**src/rtl/nexi_uart_pkg.sv**
```systemverilog
// Purpose: shared register indices, STATUS/IER bit positions and FSM encodings for the nexi UART.
// Latency: n/a (constants and types only).
// Backpressure: n/a.
package nexi_uart_pkg;

    localparam int OVERSAMPLE = 16;
    // Per-state tick counter terminal values: end of a full bit, and mid-bit of the start bit.
    localparam logic [3:0] TICK_LAST = 4'(OVERSAMPLE - 1);
    localparam logic [3:0] TICK_MID  = 4'(OVERSAMPLE / 2 - 1);

    localparam logic [2:0] REG_DATA   = 3'd0;
    localparam logic [2:0] REG_STATUS = 3'd1;
    localparam logic [2:0] REG_DIV    = 3'd2;
    localparam logic [2:0] REG_IER    = 3'd3;
    localparam logic [2:0] REG_ISR    = 3'd4;

    localparam int ST_RX_AVAIL = 0;
    localparam int ST_TX_FULL  = 1;
    localparam int ST_TX_EMPTY = 2;
    localparam int ST_TX_BUSY  = 3;
    localparam int ST_RXOVR    = 4;
    localparam int ST_FERR     = 5;
    localparam int ST_TXOVF    = 6;

    localparam int IER_RX  = 0;
    localparam int IER_TX  = 1;
    localparam int IER_ERR = 2;

    // Shared by the TX and RX frame state machines.
    typedef enum logic [1:0] {
        S_IDLE  = 2'd0,
        S_START = 2'd1,
        S_DATA  = 2'd2,
        S_STOP  = 2'd3
    } uart_state_e;

endpackage

```
**src/rtl/nexi_uart_sync_fifo.sv**
```systemverilog
// Purpose: single-clock FIFO with wrap-bit pointers; level = wr - rd.
// Latency: push visible on data_o/empty_o the cycle after the push edge; data_o is the head (show-ahead).
// Backpressure: push into a full FIFO is dropped unless a pop happens the same cycle; pop of empty is ignored.
// Ports: clk_i/rst_i (sync, active-high), push_i/data_i, pop_i/data_o, full_o, empty_o, level_o.
module nexi_uart_sync_fifo #(
    parameter int WIDTH = 8,
    parameter int DEPTH = 16
) (
    input  logic                       clk_i,
    input  logic                       rst_i,
    input  logic                       push_i,
    input  logic [WIDTH-1:0]           data_i,
    input  logic                       pop_i,
    output logic [WIDTH-1:0]           data_o,
    output logic                       full_o,
    output logic                       empty_o,
    output logic [$clog2(DEPTH):0]     level_o
);
    localparam int AW = $clog2(DEPTH);

    logic [WIDTH-1:0] mem_q [DEPTH];
    logic [AW:0]      wr_q;
    logic [AW:0]      rd_q;
    logic             do_push;
    logic             do_pop;

    assign empty_o = (wr_q == rd_q);
    assign full_o  = (wr_q[AW] != rd_q[AW]) && (wr_q[AW-1:0] == rd_q[AW-1:0]);
    assign level_o = wr_q - rd_q;
    assign data_o  = mem_q[rd_q[AW-1:0]];

    // A pop frees the slot in the same cycle, so push+pop on a full FIFO is legal.
    assign do_pop  = pop_i && !empty_o;
    assign do_push = push_i && (!full_o || do_pop);

    always_ff @(posedge clk_i) begin
        if (rst_i) begin
            wr_q <= '0;
            rd_q <= '0;
        end else begin
            if (do_push) wr_q <= wr_q + 1'b1;
            if (do_pop)  rd_q <= rd_q + 1'b1;
        end
    end

    always_ff @(posedge clk_i) begin
        if (do_push) mem_q[wr_q[AW-1:0]] <= data_i;
    end

endmodule

```
**src/rtl/nexi_uart_fifo_wb.sv**
```systemverilog
// Purpose: Wishbone UART with TX/RX FIFOs, programmable divisor, 16x oversampled RX, sticky errors, level irq.
// Latency: every bus access acks one cycle after it is presented; irq_o lags the ISR by one cycle.
// Backpressure: TX write to a full FIFO drops the byte (TXOVF); RX byte into a full FIFO is dropped (RXOVR).
// Ports: clk_i/rst_i, Wishbone slave (cyc_i, stb_i, we_i, addr_i, data_i, sel_i, ack_o, data_o), irq_o, rx_pin, tx_pin.
module nexi_uart_fifo_wb
    import nexi_uart_pkg::*;
#(
    parameter int          TX_DEPTH    = 16,
    parameter int          RX_DEPTH    = 16,
    parameter int          DATA_BITS   = 8,
    parameter logic [15:0] DEFAULT_DIV = 16'd26
) (
    input  logic        clk_i,
    input  logic        rst_i,
    input  logic        cyc_i,
    input  logic        stb_i,
    input  logic        we_i,
    input  logic [2:0]  addr_i,
    input  logic [31:0] data_i,
    input  logic [3:0]  sel_i,
    output logic        ack_o,
    output logic [31:0] data_o,
    output logic        irq_o,
    input  logic        rx_pin,
    output logic        tx_pin
);
    localparam logic [2:0] LAST_BIT = 3'(DATA_BITS - 1);

    // Bus / register state
    logic                 ack_q, irq_q;
    logic [31:0]          rdat_q, rd_val, status;
    logic [15:0]          div_q, tick_cnt_q;
    logic [2:0]           ier_q, isr;
    logic                 rxovr_q, ferr_q, txovf_q;
    logic                 acc, bus_wr, bus_rd, tick, err_clr;
    logic                 tx_wr, rx_pop, txovf_set, rxovr_set, ferr_set;
    // FIFOs
    logic                 tx_pop, tx_full, tx_empty, rx_push, rx_full, rx_empty;
    logic [DATA_BITS-1:0] tx_dout, rx_dout;
    logic [$clog2(TX_DEPTH):0] tx_level;
    logic [$clog2(RX_DEPTH):0] rx_level;
    // TX FSM
    uart_state_e          tx_state_q, tx_state_d;
    logic [3:0]           tx_cnt_q, tx_cnt_d;
    logic [2:0]           tx_bit_q, tx_bit_d;
    logic [DATA_BITS-1:0] tx_shift_q, tx_shift_d;
    logic                 tx_q, tx_d, tx_busy;
    // RX FSM
    uart_state_e          rx_state_q, rx_state_d;
    logic [3:0]           rx_cnt_q, rx_cnt_d;
    logic [2:0]           rx_bit_q, rx_bit_d;
    logic [DATA_BITS-1:0] rx_shift_q, rx_shift_d;
    logic                 rx_s1_q, rx_s2_q, rx_s3_q, rx_fall;
    logic                 unused_bits;

    assign unused_bits = ^{sel_i, data_i[31:16]};

    assign acc     = cyc_i && stb_i && !ack_q;
    assign bus_wr  = acc && we_i;
    assign bus_rd  = acc && !we_i;
    assign tx_wr   = bus_wr && (addr_i == REG_DATA);
    assign rx_pop  = bus_rd && (addr_i == REG_DATA) && !rx_empty;
    assign err_clr = bus_wr && (addr_i == REG_ISR) && data_i[IER_ERR];
    assign txovf_set = tx_wr && tx_full && !tx_pop;
    assign tick    = (tick_cnt_q == div_q);
    assign tx_busy = (tx_state_q != S_IDLE);
    assign rx_fall = rx_s3_q && !rx_s2_q;

    assign isr = {rxovr_q | ferr_q | txovf_q, tx_empty & ~tx_busy, ~rx_empty} & ier_q;

    always_comb begin
        status              = '0;
        status[ST_RX_AVAIL] = !rx_empty;
        status[ST_TX_FULL]  = tx_full;
        status[ST_TX_EMPTY] = tx_empty;
        status[ST_TX_BUSY]  = tx_busy;
        status[ST_RXOVR]    = rxovr_q;
        status[ST_FERR]     = ferr_q;
        status[ST_TXOVF]    = txovf_q;
        status[15:8]        = 8'(rx_level);
        status[23:16]       = 8'(tx_level);
    end

    always_comb begin
        rd_val = '0;
        case (addr_i)
            REG_DATA:   rd_val = rx_empty ? 32'd0 : 32'(rx_dout);
            REG_STATUS: rd_val = status;
            REG_DIV:    rd_val = {16'd0, div_q};
            REG_IER:    rd_val = {29'd0, ier_q};
            REG_ISR:    rd_val = {29'd0, isr};
            default:    rd_val = '0;
        endcase
    end

    nexi_uart_sync_fifo #(.WIDTH(DATA_BITS), .DEPTH(TX_DEPTH)) u_tx_fifo (
        .clk_i(clk_i), .rst_i(rst_i), .push_i(tx_wr), .data_i(data_i[DATA_BITS-1:0]),
        .pop_i(tx_pop), .data_o(tx_dout), .full_o(tx_full), .empty_o(tx_empty), .level_o(tx_level)
    );

    nexi_uart_sync_fifo #(.WIDTH(DATA_BITS), .DEPTH(RX_DEPTH)) u_rx_fifo (
        .clk_i(clk_i), .rst_i(rst_i), .push_i(rx_push), .data_i(rx_shift_q),
        .pop_i(rx_pop), .data_o(rx_dout), .full_o(rx_full), .empty_o(rx_empty), .level_o(rx_level)
    );

    // TX: each state lasts OVERSAMPLE ticks; back-to-back frames skip IDLE.
    always_comb begin
        tx_state_d = tx_state_q;
        tx_cnt_d   = tx_cnt_q;
        tx_bit_d   = tx_bit_q;
        tx_shift_d = tx_shift_q;
        tx_pop     = 1'b0;
        case (tx_state_q)
            S_IDLE: begin
                if (!tx_empty) begin
                    tx_pop     = 1'b1;
                    tx_shift_d = tx_dout;
                    tx_cnt_d   = '0;
                    tx_state_d = S_START;
                end
            end
            S_START: begin
                if (tick) begin
                    tx_cnt_d = tx_cnt_q + 4'd1;
                    if (tx_cnt_q == TICK_LAST) begin
                        tx_bit_d   = '0;
                        tx_state_d = S_DATA;
                    end
                end
            end
            S_DATA: begin
                if (tick) begin
                    tx_cnt_d = tx_cnt_q + 4'd1;
                    if (tx_cnt_q == TICK_LAST) begin
                        tx_shift_d = tx_shift_q >> 1;
                        tx_bit_d   = tx_bit_q + 3'd1;
                        if (tx_bit_q == LAST_BIT) tx_state_d = S_STOP;
                    end
                end
            end
            default: begin // S_STOP
                if (tick) begin
                    tx_cnt_d = tx_cnt_q + 4'd1;
                    if (tx_cnt_q == TICK_LAST) begin
                        if (!tx_empty) begin
                            tx_pop     = 1'b1;
                            tx_shift_d = tx_dout;
                            tx_state_d = S_START;
                        end else begin
                            tx_state_d = S_IDLE;
                        end
                    end
                end
            end
        endcase
        // Line level is registered from the next state so tx_pin never glitches on decode.
        tx_d = (tx_state_d == S_START) ? 1'b0 : (tx_state_d == S_DATA) ? tx_shift_d[0] : 1'b1;
    end

    // RX: start validated at mid-start, data sampled every OVERSAMPLE ticks from there.
    always_comb begin
        rx_state_d = rx_state_q;
        rx_cnt_d   = rx_cnt_q;
        rx_bit_d   = rx_bit_q;
        rx_shift_d = rx_shift_q;
        rx_push    = 1'b0;
        rxovr_set  = 1'b0;
        ferr_set   = 1'b0;
        case (rx_state_q)
            S_IDLE: begin
                if (rx_fall) begin
                    rx_cnt_d   = '0;
                    rx_state_d = S_START;
                end
            end
            S_START: begin
                if (tick) begin
                    rx_cnt_d = rx_cnt_q + 4'd1;
                    if (rx_cnt_q == TICK_MID) begin
                        rx_cnt_d   = '0;
                        rx_bit_d   = '0;
                        rx_state_d = rx_s2_q ? S_IDLE : S_DATA;
                    end
                end
            end
            S_DATA: begin
                if (tick) begin
                    rx_cnt_d = rx_cnt_q + 4'd1;
                    if (rx_cnt_q == TICK_LAST) begin
                        rx_shift_d = {rx_s2_q, rx_shift_q[DATA_BITS-1:1]};
                        rx_bit_d   = rx_bit_q + 3'd1;
                        if (rx_bit_q == LAST_BIT) rx_state_d = S_STOP;
                    end
                end
            end
            default: begin // S_STOP
                if (tick) begin
                    rx_cnt_d = rx_cnt_q + 4'd1;
                    if (rx_cnt_q == TICK_LAST) begin
                        rx_state_d = S_IDLE;
                        if (!rx_s2_q)                ferr_set  = 1'b1;
                        else if (rx_full && !rx_pop) rxovr_set = 1'b1;
                        else                         rx_push   = 1'b1;
                    end
                end
            end
        endcase
    end

    always_ff @(posedge clk_i) begin
        if (rst_i) begin
            ack_q      <= 1'b0;
            rdat_q     <= '0;
            irq_q      <= 1'b0;
            div_q      <= DEFAULT_DIV;
            tick_cnt_q <= '0;
            ier_q      <= '0;
            rxovr_q    <= 1'b0;
            ferr_q     <= 1'b0;
            txovf_q    <= 1'b0;
            tx_state_q <= S_IDLE;
            tx_cnt_q   <= '0;
            tx_bit_q   <= '0;
            tx_shift_q <= '0;
            tx_q       <= 1'b1;
            rx_state_q <= S_IDLE;
            rx_cnt_q   <= '0;
            rx_bit_q   <= '0;
            rx_shift_q <= '0;
            rx_s1_q    <= 1'b1;
            rx_s2_q    <= 1'b1;
            rx_s3_q    <= 1'b1;
        end else begin
            ack_q  <= acc;
            rdat_q <= bus_rd ? rd_val : 32'd0;
            irq_q  <= |isr;
            if (bus_wr && addr_i == REG_DIV) begin
                div_q      <= data_i[15:0];
                tick_cnt_q <= '0;
            end else begin
                tick_cnt_q <= tick ? 16'd0 : tick_cnt_q + 16'd1;
            end
            if (bus_wr && addr_i == REG_IER) ier_q <= data_i[2:0];
            // A new error wins over a same-cycle clear.
            rxovr_q    <= (rxovr_q & ~err_clr) | rxovr_set;
            ferr_q     <= (ferr_q  & ~err_clr) | ferr_set;
            txovf_q    <= (txovf_q & ~err_clr) | txovf_set;
            tx_state_q <= tx_state_d;
            tx_cnt_q   <= tx_cnt_d;
            tx_bit_q   <= tx_bit_d;
            tx_shift_q <= tx_shift_d;
            tx_q       <= tx_d;
            rx_state_q <= rx_state_d;
            rx_cnt_q   <= rx_cnt_d;
            rx_bit_q   <= rx_bit_d;
            rx_shift_q <= rx_shift_d;
            rx_s1_q    <= rx_pin;
            rx_s2_q    <= rx_s1_q;
            rx_s3_q    <= rx_s2_q;
        end
    end

    assign ack_o  = ack_q;
    assign data_o = rdat_q;
    assign irq_o  = irq_q;
    assign tx_pin = tx_q;

endmodule

```
**config.mk**
```make
export PLATFORM = sky130hd
export DESIGN_NAME = nexi_uart_fifo_wb
export DESIGN_NICKNAME = d
export VERILOG_FILES = /design/src/rtl/nexi_uart_pkg.sv /design/src/rtl/nexi_uart_sync_fifo.sv /design/src/rtl/nexi_uart_fifo_wb.sv
export SDC_FILE = /design/constraint.sdc
export NUM_CORES = 1
export LEC_CHECK = 0
export CORE_ASPECT_RATIO = 0.7
export CORE_MARGIN = 1
export CORE_UTILIZATION = 35
export CTS_CLUSTER_DIAMETER = 80
export DETAILED_ROUTE_END_ITERATION = 7
export HOLD_SLACK_MARGIN = 0.05
export PLACE_DENSITY = 0.63
export SLEW_MARGIN = 20
export SYNTH_ARGS = -nofsm -noshare
export SYNTH_HDL_FRONTEND = slang
export SYNTH_SLANG_ARGS = --single-unit
```
**constraint.sdc**
```tcl
create_clock -name clk_i -period 3.4 [get_ports clk_i]
set_input_delay 0.68 -clock clk_i [delete_from_list [all_inputs] [get_ports clk_i]]
set_output_delay 0.68 -clock clk_i [all_outputs]
set_load 0.02 [all_outputs]
```
==> results.py, run 1 <==
metrics = {
    "outcome": {
        "outcome": "finished clean",
    },
    "clock_network": {
        "postCtsResizedCells": 0,
        "clock-sinks": 383,
        "clkTransAtPathRegs_ps": 60,
        "clk_latency_ps": 540,
        "postCtsSetupRepairBufs": 0,
        "cts_tree": "yes",
        "clock-root-buffer": "clkbuf_16",
        "clk_path_buf_depth": 3,
        "htreeDepth": 2,
        "hold_buffers": 0,
        "cts_made_buffers": 39,
    },
    "synthesis": {
        "syn_avg_cell_area_sq_um": 14.12,
        "synth-edff-count": 256,
        "yosysWarnings": 0,
        "post-synth-top-count-cell": "edfxtp_1",
        "synth_area_leaders": "edfxtp_1 48%, dfxtp_1 16%, mux4_2 10%",
        "syn_area_sq_um": 15940,
        "synth_top_cells_by_count": "256 x edfxtp_1, 127 x dfxtp_1, 112 x nor2_1, 74 x mux4_2, 74 x nand2_1",
        "synth_cells": 1129,
        "ys.flop_type": "edfxtp_1",
        "synth-seq-cells": 383,
        "synth_cell_types": 64,
        "synth_top_area_cell": "edfxtp_1",
        "ys_async_sr_fraction": 0,
        "synth_top_area_frac": 0.4823,
        "synth_seq_area_share": 0.6418,
    },
    "die": {
        "start_util": 0.3544,
        "io_pins": 80,
        "fp.coreArea_sq_um": 44970,
        "die_h_um": 180.5,
        "fp.dieW_um": 257.1,
        "rows": 65,
        "die-area_sq_um": 46410,
    },
    "placed_design": {
        "place_hpwl_um": 25520,
        "gp_congestion": 0.8880,
        "place_ws_ps": 19.53,
        "io_buffers": 48,
        "postPlaceCellArea_sq_um": 17310,
        "dp.cells": 1776,
    },
    "timing": {
        "fin_ws_ps": 343.4,
        "finalHoldViolations": 0,
        "slew_violations": 0,
        "final.period_utilization": 0.8990,
        "worstMarginPinSlew_ps": 823.4,
        "fin_tns_setup_ps": 0,
        "setup_violations": 0,
        "rsz0062_at_grt": "no",
        "finalCriticalPeriod_ps": 3057,
        "fin_skew_ps": 17.06,
        "fmax_mhz": 327.2,
        "whs_ps": 415.1,
        "slew-limit-headroom": 0.4503,
    },
    "critical_path": {
        "arrival_ps": 3300,
        "timing.rr.start": "u_rx_fifo.wr_q[0]$_SDFFE_PP0P_",
        "cp_max_fo": 12,
        "crit_path_start": "u_rx_fifo.wr_q[0]$_SDFFE_PP0P_",
        "crit_path_end_kind": "flip-flop",
        "cp.required_ps": 3640,
        "criticalPathCategory": "flip-flop to flip-flop",
        "startpoint_type": "flip-flop",
    },
    "global_routing": {
        "antenna_found_initial": 0,
        "grt_use_met3": 0.03207,
        "grt_util_met1": 0.2505,
        "grtUsageTotal": 0.1572,
        "grt_pass1_wl_um": 55850,
        "top_usage_layer": "met1",
        "met2_usage": 0.2173,
        "grt_pass1_vias": 9078,
        "grt_max_degree": 71,
        "grt.overflow.total": 0,
    },
    "power_and_ir_drop": {
        "peakVddDrop_mv": 0.3059,
        "p_leak_nw": 6.105,
        "power_mw": 10.02,
        "power_density_nw_per_um2": 540.5,
    },
    "detailed_routing": {
        "wl_per_cell_um": 20.05,
        "via_per_inst": 5.192,
        "wl_um": 37000,
        "num_vias": 9579,
        "ant_nets": 0,
        "drt-initial-drc-count": 1020,
        "drc": 0,
        "drt-pass1-iter-count": 5,
    },
    "flow_run": {
        "cap_viol_max_count": 0,
    },
    "layout": {
        "final_cells": 1845,
        "post-route-util": 0.4121,
        "area.growth.synth_to_final_pct": 16.29,
        "fin_area_sq_um": 18540,
        "antenna_cells": 0,
        "nets": 1286,
        "drive_gt1_frac": 0.1683,
    },
    "hold_path": {
        "hp-start": "rx_s1_q$_SDFF_PP1_",
        "worstHoldPathType": "flip-flop to flip-flop",
    },
}
==> routing by layer <==
layer,part of all wire,wire length [um]
met1,0.50,18520
met2,0.41,15070
met3,0.079,2940
met4,0.013,473
met5,0,0
==> final timing paths <==
path | to | slack [ps] | depth (start not counted)
max | u_rx_fifo.mem_q[3][0]$_DFFE_PP_ | 340 | 10
min reg2reg | rx_s2_q$_SDFF_PP1_ | 420 | 1
max reg2reg | u_rx_fifo.mem_q[3][0]$_DFFE_PP_ | 340 | 10
min | rx_s2_q$_SDFF_PP1_ | 420 | 1
==> cell type report <==
class / count / area, sq um
fill: 4059 / 26440
sequential: 383 / 10230
multi-input combinational: 664 / 5343
clock buffer: 50 / 1069
timing repair buffer: 100 / 878.3
tap: 603 / 754.5
clock inverter: 19 / 161.4
inverter: 26 / 97.59
==> flip-flops by register name, indices dropped and copies added, names as in the netlist, 3 cells and up, named ones only <==
register,count
u_rx_fifo.mem_q,128
u_tx_fifo.mem_q,128
data_o,21
div_q,16
tick_cnt_q,16
rx_shift_q,8
tx_shift_q,8
u_rx_fifo.rd_q,5
u_rx_fifo.wr_q,5
u_tx_fifo.rd_q,5
u_tx_fifo.wr_q,5
rx_cnt_q,4
tx_cnt_q,4
ier_q,3
rx_bit_q,3
tx_bit_q,3
==> critical path: stages, from the launching register on <==
cell	delay [ps]
dfxtp_1	420
inv_1	150
ha_1	350
and4_1	250
a2111oi_4	380
nor3_1	120
nor4_2	270
buf_4	230
nand2_1	150
nor3_1	200
buf_4	240
==> layout by cell type (no fill, tap or decap), types with 17 or more instances in the layout <==
master             n
edfxtp_1         256
dfxtp_1          125
nor2_1           112
nand2_1           74
mux4_2            74
a21oi_1           65
buf_4             51
clkdlybuf4s50_1   47
clkbuf_16         40
xor2_1            29
inv_1             26
ha_1              25
nand3_1           24
o21ai_0           23
and3_1            20
a22oi_1           18
nor3_1            17
==> cell families (layout without fill, tap and decap cells) <==
| logic type | count (synthesis) | after routing | synth area share |
|---|---|---|---|
| adders and majority gates | 28 | 28 | 0.02276 |
| other | 1 | 11 | 0.0002353 |
| buffers and inverters | 92 | 195 | 0.02535 |
| muxes | 90 | 90 | 0.1148 |
| and+or+nand+nor | 329 | 329 | 0.1049 |
| AOI/OAI and AO/OA | 161 | 161 | 0.06547 |
| DFF | 383 | 383 | 0.6418 |
| xor gates and xnor gates | 45 | 45 | 0.02473 |
==> power by group <==
group	internal (mW)	leakage, nW	switching, mW	total, mW
Clock	2.38	0.600	1.77	4.15
Sequential	4.98	3.36	0.103	5.09
Combinational	0.362	2.14	0.420	0.782
Total	7.72	6.11	2.29	10.0
No activity file was read; power rests on OpenSTA's default activity.
==> inputs of run 2 (changes only) <==
--- a/config.mk
+++ b/config.mk
@@ -6,7 +6,6 @@
 export NUM_CORES = 1
 export LEC_CHECK = 0
 export CORE_ASPECT_RATIO = 0.7
-export CORE_MARGIN = 1
 export CORE_UTILIZATION = 35
 export CTS_CLUSTER_DIAMETER = 80
 export DETAILED_ROUTE_END_ITERATION = 7
==> results of run 2 <==
The final DEF is identical to that of run 1; final timing and power are the same.
